==> src/rtl/dma_engine_pkg.sv <==
// dma_engine shared definitions: FSM state encoding,
// register-select codes and the default ext-port timeout.
package dma_pkg;

    typedef enum logic [1:0] {
        IDLE  = 2'd0,
        READ  = 2'd1,
        WRITE = 2'd2
    } dma_state_e;

    localparam logic [1:0] DMA_SEL_SRC_L = 2'd0;
    localparam logic [1:0] DMA_SEL_SRC_U = 2'd1;
    localparam logic [1:0] DMA_SEL_DST   = 2'd2;
    localparam logic [1:0] DMA_SEL_AMT   = 2'd3;

    localparam int DMA_EXT_TIMEOUT = 64;

endpackage

==> src/rtl/dma_engine_if.sv <==
// dma_engine bus bundle: CPU register window, status, system bus
// write port and external read port. master = engine, slave = system.
interface dma_engine_if #(
    parameter int ADDR_W     = 16,
    parameter int EXT_ADDR_W = 32,
    parameter int DATA_W     = 16
);
    logic                  dma_en;
    logic [1:0]            dma_mode;
    logic                  memwrite;
    logic [DATA_W-1:0]     writedata;
    logic [DATA_W-1:0]     dma_regdata;
    logic                  busy;
    logic                  error;
    logic                  cpu_stall;
    logic [ADDR_W-1:0]     dma_memaddr;
    logic                  dma_memwrite;
    logic [DATA_W-1:0]     dma_writedata;
    logic [EXT_ADDR_W-1:0] ext_addr;
    logic                  ext_req;
    logic                  ext_ack;
    logic [DATA_W-1:0]     ext_data;

    modport master (
        input  dma_en, dma_mode, memwrite, writedata,
        input  ext_ack, ext_data,
        output dma_regdata, busy, error, cpu_stall,
        output dma_memaddr, dma_memwrite, dma_writedata,
        output ext_addr, ext_req
    );

    modport slave (
        output dma_en, dma_mode, memwrite, writedata,
        output ext_ack, ext_data,
        input  dma_regdata, busy, error, cpu_stall,
        input  dma_memaddr, dma_memwrite, dma_writedata,
        input  ext_addr, ext_req
    );
endinterface

==> src/rtl/dma_engine_regs.sv <==
// dma_regs: DMA register file (src, dst, count), write decode,
// registered readback and per-word pointer advance.
// Ports: clk/rst, idle, sel_en/we/sel/wdata (CPU window), step
// (a WRITE completes), fill (hold src), rdata, start, last, src, dst.
module dma_regs
    import dma_pkg::*;
#(
    parameter int ADDR_W     = 16,
    parameter int EXT_ADDR_W = 32,
    parameter int DATA_W     = 16
) (
    input  logic                  clk,
    input  logic                  rst,
    input  logic                  idle,
    input  logic                  sel_en,
    input  logic                  we,
    input  logic [1:0]            sel,
    input  logic [DATA_W-1:0]     wdata,
    input  logic                  step,
    input  logic                  fill,
    output logic [DATA_W-1:0]     rdata,
    output logic                  start,
    output logic                  last,
    output logic [EXT_ADDR_W-1:0] src,
    output logic [ADDR_W-1:0]     dst
);
    localparam int HI_W = EXT_ADDR_W - DATA_W;

    logic [ADDR_W-1:0] cnt;
    logic [DATA_W-1:0] rsel;
    logic              wr;

    assign wr    = idle && sel_en && we;
    assign start = wr && (sel == DMA_SEL_AMT) && (wdata != '0);
    assign last  = (cnt == ADDR_W'(1));

    always_comb begin
        rsel = '0;
        unique case (sel)
            DMA_SEL_SRC_L: rsel = src[DATA_W-1:0];
            DMA_SEL_SRC_U: rsel = DATA_W'(src >> DATA_W);
            DMA_SEL_DST:   rsel = DATA_W'(dst);
            DMA_SEL_AMT:   rsel = DATA_W'(cnt);
        endcase
    end

    always_ff @(posedge clk) begin
        if (rst) begin
            src   <= '0;
            dst   <= '0;
            cnt   <= '0;
            rdata <= '0;
        end else begin
            if (sel_en)
                rdata <= rsel;
            if (wr) begin
                unique case (sel)
                    DMA_SEL_SRC_L: src[DATA_W-1:0] <= wdata;
                    DMA_SEL_SRC_U: src[EXT_ADDR_W-1:DATA_W] <= HI_W'(wdata);
                    DMA_SEL_DST:   dst <= ADDR_W'(wdata);
                    DMA_SEL_AMT:   if (wdata != '0) cnt <= ADDR_W'(wdata);
                endcase
            end
            // Advance on each completed word; fill keeps src as the pattern.
            if (step) begin
                if (!fill)
                    src <= src + EXT_ADDR_W'(1);
                dst <= dst + ADDR_W'(1);
                cnt <= cnt - ADDR_W'(1);
            end
        end
    end
endmodule

==> src/rtl/dma_engine.sv <==
// dma_engine: block copy from external word memory into CPU space.
// Ports: clk, rst, bus (dma_engine_if.master). Option: DMA_FILL_EN.
module dma_engine
    import dma_pkg::*;
#(
    parameter int ADDR_W      = 16,
    parameter int EXT_ADDR_W  = 32,
    parameter int DATA_W      = 16,
    parameter int EXT_TIMEOUT = DMA_EXT_TIMEOUT
) (
    input logic           clk,
    input logic           rst,
    dma_engine_if.master  bus
);
    localparam logic [1:0] S_IDLE  = IDLE;
    localparam logic [1:0] S_READ  = READ;
    localparam logic [1:0] S_WRITE = WRITE;
    localparam int TW = $clog2(EXT_TIMEOUT + 1);

    logic [1:0]            state;
    logic [TW-1:0]         tcnt;
    logic                  err;
    logic                  fill_q;
    logic                  fill_req;
    logic [DATA_W-1:0]     data_q;
    logic [DATA_W-1:0]     rdata;
    logic                  start;
    logic                  last;
    logic [EXT_ADDR_W-1:0] src;
    logic [ADDR_W-1:0]     dst;
    logic                  busy;

    dma_regs #(
        .ADDR_W     (ADDR_W),
        .EXT_ADDR_W (EXT_ADDR_W),
        .DATA_W     (DATA_W)
    ) u_regs (
        .clk    (clk),
        .rst    (rst),
        .idle   (state == S_IDLE),
        .sel_en (bus.dma_en),
        .we     (bus.memwrite),
        .sel    (bus.dma_mode),
        .wdata  (bus.writedata),
        .step   (state == S_WRITE),
        .fill   (fill_q),
        .rdata  (rdata),
        .start  (start),
        .last   (last),
        .src    (src),
        .dst    (dst)
    );

`ifdef DMA_FILL_EN
    assign fill_req = src[EXT_ADDR_W-1];
`else
    assign fill_req = 1'b0;
`endif

    always_ff @(posedge clk) begin
        if (rst) begin
            state  <= S_IDLE;
            tcnt   <= '0;
            err    <= 1'b0;
            fill_q <= 1'b0;
            data_q <= '0;
        end else begin
            unique case (state)
                S_IDLE: begin
                    if (start) begin
                        err    <= 1'b0;
                        tcnt   <= '0;
                        fill_q <= fill_req;
                        state  <= fill_req ? S_WRITE : S_READ;
                    end
                end
                S_READ: begin
                    if (bus.ext_ack) begin
                        data_q <= bus.ext_data;
                        tcnt   <= '0;
                        state  <= S_WRITE;
                    end else if (tcnt == TW'(EXT_TIMEOUT - 1)) begin
                        // Abort; pointers stay on the failing word.
                        err   <= 1'b1;
                        tcnt  <= '0;
                        state <= S_IDLE;
                    end else begin
                        tcnt <= tcnt + TW'(1);
                    end
                end
                S_WRITE: begin
                    if (last)
                        state <= S_IDLE;
                    else
                        state <= fill_q ? S_WRITE : S_READ;
                end
                default: state <= S_IDLE;
            endcase
        end
    end

    assign busy              = (state != S_IDLE);
    assign bus.busy          = busy;
    assign bus.cpu_stall     = busy;
    assign bus.error         = err;
    assign bus.dma_regdata   = rdata;
    assign bus.ext_req       = (state == S_READ);
    assign bus.ext_addr      = src;
    assign bus.dma_memwrite  = (state == S_WRITE);
    assign bus.dma_memaddr   = dst;
    assign bus.dma_writedata = fill_q ? src[DATA_W-1:0] : data_q;
endmodule
==> src/flat_wrapper.sv <==
// flat-port wrapper written by rule: the top's interface ports become plain ports
module dma_engine_flat import dma_pkg::*;
#(
    parameter int ADDR_W      = 16,
    parameter int EXT_ADDR_W  = 32,
    parameter int DATA_W      = 16,
    parameter int EXT_TIMEOUT = DMA_EXT_TIMEOUT
)
  (clk, rst, bus_dma_en, bus_dma_mode, bus_memwrite, bus_writedata, bus_ext_ack, bus_ext_data, bus_dma_regdata, bus_busy, bus_error, bus_cpu_stall, bus_dma_memaddr, bus_dma_memwrite, bus_dma_writedata, bus_ext_addr, bus_ext_req);
  dma_engine_if #(.ADDR_W(ADDR_W), .EXT_ADDR_W(EXT_ADDR_W), .DATA_W(DATA_W)) bus_i ();
  input logic clk;
  input logic rst;
  input wire logic [$bits(bus_i.dma_en)-1:0] bus_dma_en;
  input wire logic [$bits(bus_i.dma_mode)-1:0] bus_dma_mode;
  input wire logic [$bits(bus_i.memwrite)-1:0] bus_memwrite;
  input wire logic [$bits(bus_i.writedata)-1:0] bus_writedata;
  input wire logic [$bits(bus_i.ext_ack)-1:0] bus_ext_ack;
  input wire logic [$bits(bus_i.ext_data)-1:0] bus_ext_data;
  output wire logic [$bits(bus_i.dma_regdata)-1:0] bus_dma_regdata;
  output wire logic [$bits(bus_i.busy)-1:0] bus_busy;
  output wire logic [$bits(bus_i.error)-1:0] bus_error;
  output wire logic [$bits(bus_i.cpu_stall)-1:0] bus_cpu_stall;
  output wire logic [$bits(bus_i.dma_memaddr)-1:0] bus_dma_memaddr;
  output wire logic [$bits(bus_i.dma_memwrite)-1:0] bus_dma_memwrite;
  output wire logic [$bits(bus_i.dma_writedata)-1:0] bus_dma_writedata;
  output wire logic [$bits(bus_i.ext_addr)-1:0] bus_ext_addr;
  output wire logic [$bits(bus_i.ext_req)-1:0] bus_ext_req;
  assign bus_i.dma_en = bus_dma_en;
  assign bus_i.dma_mode = bus_dma_mode;
  assign bus_i.memwrite = bus_memwrite;
  assign bus_i.writedata = bus_writedata;
  assign bus_i.ext_ack = bus_ext_ack;
  assign bus_i.ext_data = bus_ext_data;
  assign bus_dma_regdata = bus_i.dma_regdata;
  assign bus_busy = bus_i.busy;
  assign bus_error = bus_i.error;
  assign bus_cpu_stall = bus_i.cpu_stall;
  assign bus_dma_memaddr = bus_i.dma_memaddr;
  assign bus_dma_memwrite = bus_i.dma_memwrite;
  assign bus_dma_writedata = bus_i.dma_writedata;
  assign bus_ext_addr = bus_i.ext_addr;
  assign bus_ext_req = bus_i.ext_req;
  dma_engine #(.ADDR_W(ADDR_W), .EXT_ADDR_W(EXT_ADDR_W), .DATA_W(DATA_W), .EXT_TIMEOUT(EXT_TIMEOUT)) u_core (.clk(clk), .rst(rst), .bus(bus_i));
endmodule
==> config.mk <==
export PLATFORM = sky130hd
export DESIGN_NAME = dma_engine_flat
export DESIGN_NICKNAME = d
export VERILOG_FILES = /design/src/rtl/dma_engine_pkg.sv /design/src/rtl/dma_engine_if.sv /design/src/rtl/dma_engine_regs.sv /design/src/rtl/dma_engine.sv /design/src/flat_wrapper.sv
export SDC_FILE = /design/constraint.sdc
export NUM_CORES = 1
export LEC_CHECK = 0
export ABC_AREA = 0
export CORE_MARGIN = 5
export CORE_UTILIZATION = 35
export CTS_BUF_LIST = sky130_fd_sc_hd__clkbuf_4 sky130_fd_sc_hd__clkbuf_8
export DETAILED_ROUTE_END_ITERATION = 16
export GPL_ROUTABILITY_DRIVEN = 0
export HOLD_SLACK_MARGIN = 0.15
export PLACE_DENSITY_LB_ADDON = 0.3
export SYNTH_ARGS = -nofsm -noshare
export SYNTH_HDL_FRONTEND = slang
export SYNTH_SLANG_ARGS = --single-unit
==> constraint.sdc <==
create_clock -name clk -period 2.8 [get_ports clk]
set_input_delay 0.42 -clock clk [delete_from_list [all_inputs] [get_ports clk]]
set_output_delay 0.42 -clock clk [all_outputs]
set_load 0.05 [all_outputs]
==> results.json <==
{
  "status": "completed",
  "setup_viol": 0,
  "synthCells": 676,
  "worst_skew_pair.late_latency_ps": 390,
  "async_flop_share": 0,
  "ir_drop_v": 0.000205,
  "vias": 5892,
  "critical_path.endpoint_type": "output pin",
  "antenna_cells": 0,
  "synth_area_leaders": "dfxtp_1 37%, mux4_2 5.5%, nand2_1 5.2%, a21oi_1 4.6%, nor2_1 4.0%",
  "ctsHtreeMaxLevel": 3,
  "period_needed_ps": 2540,
  "cts_setup_buffers": 0,
  "cts_resized": 0,
  "avgSynthCellArea_um2": 8.46,
  "grt_pass1_vias": 5595,
  "ys_seq_area_frac": 0.371,
  "grt_pass1_wl_um": 32200,
  "powerDensity_nw_per_um2": 425,
  "startpoint_type": "flop",
  "yosysMostFrequentCell": "dfxtp_1",
  "relSlewSlack": 0.396,
  "drc": 0,
  "drtAntennaViolNets": 0,
  "wl_met1_um": 8740,
  "worst_pin_slew_ps": 906,
  "cp.arrival_ps": 2120,
  "hpwl_um": 15700,
  "final_cells": 1016,
  "slew_violations": 0,
  "routed_wl_um": 21000,
  "max_freq_mhz": 393,
  "drt-vias-per-instance": 5.80,
  "grt_start_max_net_pins": 84,
  "rr_startpoint": "u_core.u_regs.src[16]",
  "dp_cells": 1000,
  "p_leak_nw": 2.51,
  "die_w_um": 138,
  "core_area_um2": 15900,
  "synthFlopType": "dfxtp_1",
  "drtIter0Drc": 610,
  "clock_sinks": 106,
  "cts_tree": "done",
  "firstDrtPassIters": 5,
  "r2r-end": "u_core.u_regs.src[30]",
  "synthTopCellsByCount": "106 x dfxtp_1, 80 x nand2_1, 61 x nor2_1, 53 x a21oi_1, 28 x nand3_1",
  "drive_above_1_share": 0.110,
  "cap_violations": 0,
  "yosysTopAreaCell": "dfxtp_1",
  "grt.overflow.total": 0,
  "reg2reg_depth": 5,
  "finalCritPeriodShare": 0.909,
  "top_layer_used": "met4",
  "initial_core_util": 0.359,
  "clock_skew_ps": 16.4,
  "r2r_slack_ps": 560,
  "hold_path_end": "u_core.data_q[1]",
  "syn2layout_area_growth_pct": 30.8,
  "ys_seq_elements": 106,
  "placement_rows": 46,
  "worstSetupPathType": "reg2out",
  "synth_top_area_frac": 0.371,
  "finalPower_mw": 3.18,
  "clk_pin_slew_ps": 90,
  "antenna_found_initial": 0,
  "setup_tns_ps": 0,
  "holdWs_ps": 456,
  "ys_types": 67,
  "dr_wl_met3_um": 2290,
  "track_usage": 0.222,
  "io_pins": 124,
  "worstHoldPathType": "reg2reg",
  "cts_hold_buffers": 0,
  "fp.dieArea_um2": 19000,
  "wl_met2_um": 9530,
  "holdPathStages": 2,
  "clockBufferDepth": 2,
  "port-buffer-count": 123,
  "wl_per_cell_um": 20.7,
  "synthesis.nets": 720,
  "min_from": "u_core.data_q[1]",
  "hold_viol": 0,
  "cts_inserted_buffers": 9,
  "critPathRequiredTime_ps": 2380,
  "worstPathMaxFanout": 11,
  "yosysWarningCount": 0,
  "synth-edff-count": 0,
  "netlist_area_um2": 5720,
  "nets": 839,
  "die_y_um": 138,
  "cts_root_buffer": "clkbuf_8",
  "rsz0062_at_grt": "no"
}
==> final cells by class <==
class                   count  area (um2)
inverters                   9        33.8
well taps                 216         270
flip-flops and latches    106        2120
multi-input cells         515        3360
fillers                  1584        8460
clock inverters             4        73.8
clock buffers              12         159
repair buffers            154        1460
==> worst max-delay path by stage <==
stage,slack [ps],end,from
after detailed placement,140,u_core.tcnt[4],bus_writedata[4]
after global routing,130,bus_ext_req,u_core.state[0]
after CTS,230,bus_ext_req,u_core.state[0]
final,260,bus_ext_req,u_core.state[0]
after floorplan,650,u_core.data_q[10],u_core.state[0]
after global placement,50,u_core.tcnt[4],bus_writedata[4]
==> flip-flops by register name, indices dropped and copies added, names as in the netlist <==
register and cells:
u_core.u_regs.src 32, u_core.u_regs.rdata 16, u_core.data_q 16, u_core.tcnt 7
u_core.u_regs.cnt 16, u_core.u_regs.dst 16, u_core.bus.error 1, u_core.state 2
==> critical path: stages (launching register included) <==
cell	delay, ps
dfxtp_1	580
nor2b_1	300
clkdlybuf4s50_1	870
==> per-layer routing <==
metal	vias up	GRT usage
li1	2783	-
met5	-	0
met3	35	0.0734
met4	0	0.0746
met2	313	0.332
met1	2761	0.303
==> stage by stage <==
step           worst slack, ps  utilization  cell area [um2]
2_1_floorplan              651            -             5720
3_3_place_gp              51.9        0.455             7250
3_5_place_dp               141        0.455             7250
4_1_cts                    233        0.469             7480
5_1_grt                    132        0.469             7480
6_report                   256        0.469             7480
==> power breakdown <==
| part | internal (mW) | total [mW] | switching (mW) | leakage, nW |
|---|---|---|---|---|
| clock network | 0.564 | 1.12 | 0.556 | 0.120 |
| logic | 0.188 | 0.461 | 0.273 | 1.53 |
| registers | 1.54 | 1.60 | 0.0568 | 0.857 |
==> cell usage in the layout (no fill, tap or decap), types with 5 or more instances in the layout <==
cell type / netlist / routed
nand3_1: 28 / 28
nor2_1: 61 / 61
xor2_1: 5 / 5
o21ai_0: 17 / 17
ha_1: 5 / 5
and3_1: 16 / 16
or3_1: 13 / 13
nand4_1: 19 / 19
a311oi_1: 10 / 10
buf_4: 2 / 33
inv_1: 8 / 8
nand2_1: 80 / 80
o211ai_1: 10 / 10
a31oi_1: 22 / 22
and4_1: 7 / 7
nand3b_1: 6 / 6
nand2b_1: 7 / 7
o22ai_1: 5 / 5
nor4_1: 16 / 16
clkdlybuf4s50_1: 0 / 121
a211oi_1: 15 / 15
dfxtp_1: 106 / 106
clkbuf_8: 0 / 11
mux4_2: 14 / 14
mux2i_1: 18 / 18
nor3_1: 18 / 18
a21oi_1: 53 / 53
==> logic make-up (layout without fill, tap and decap cells) <==
kind of cell    Yosys count  in the layout  share of synthesized area
mux                      37             37                      0.102
compound gates          161            161                      0.182
buf+inv                  55            179                     0.0409
fa+ha+maj                 5              5                     0.0109
flops                   106            106                      0.371
xor+xnor                  6              6                    0.00919
simple gates            306            306                      0.285
Note: power is estimated with default switching activity, not from simulation.
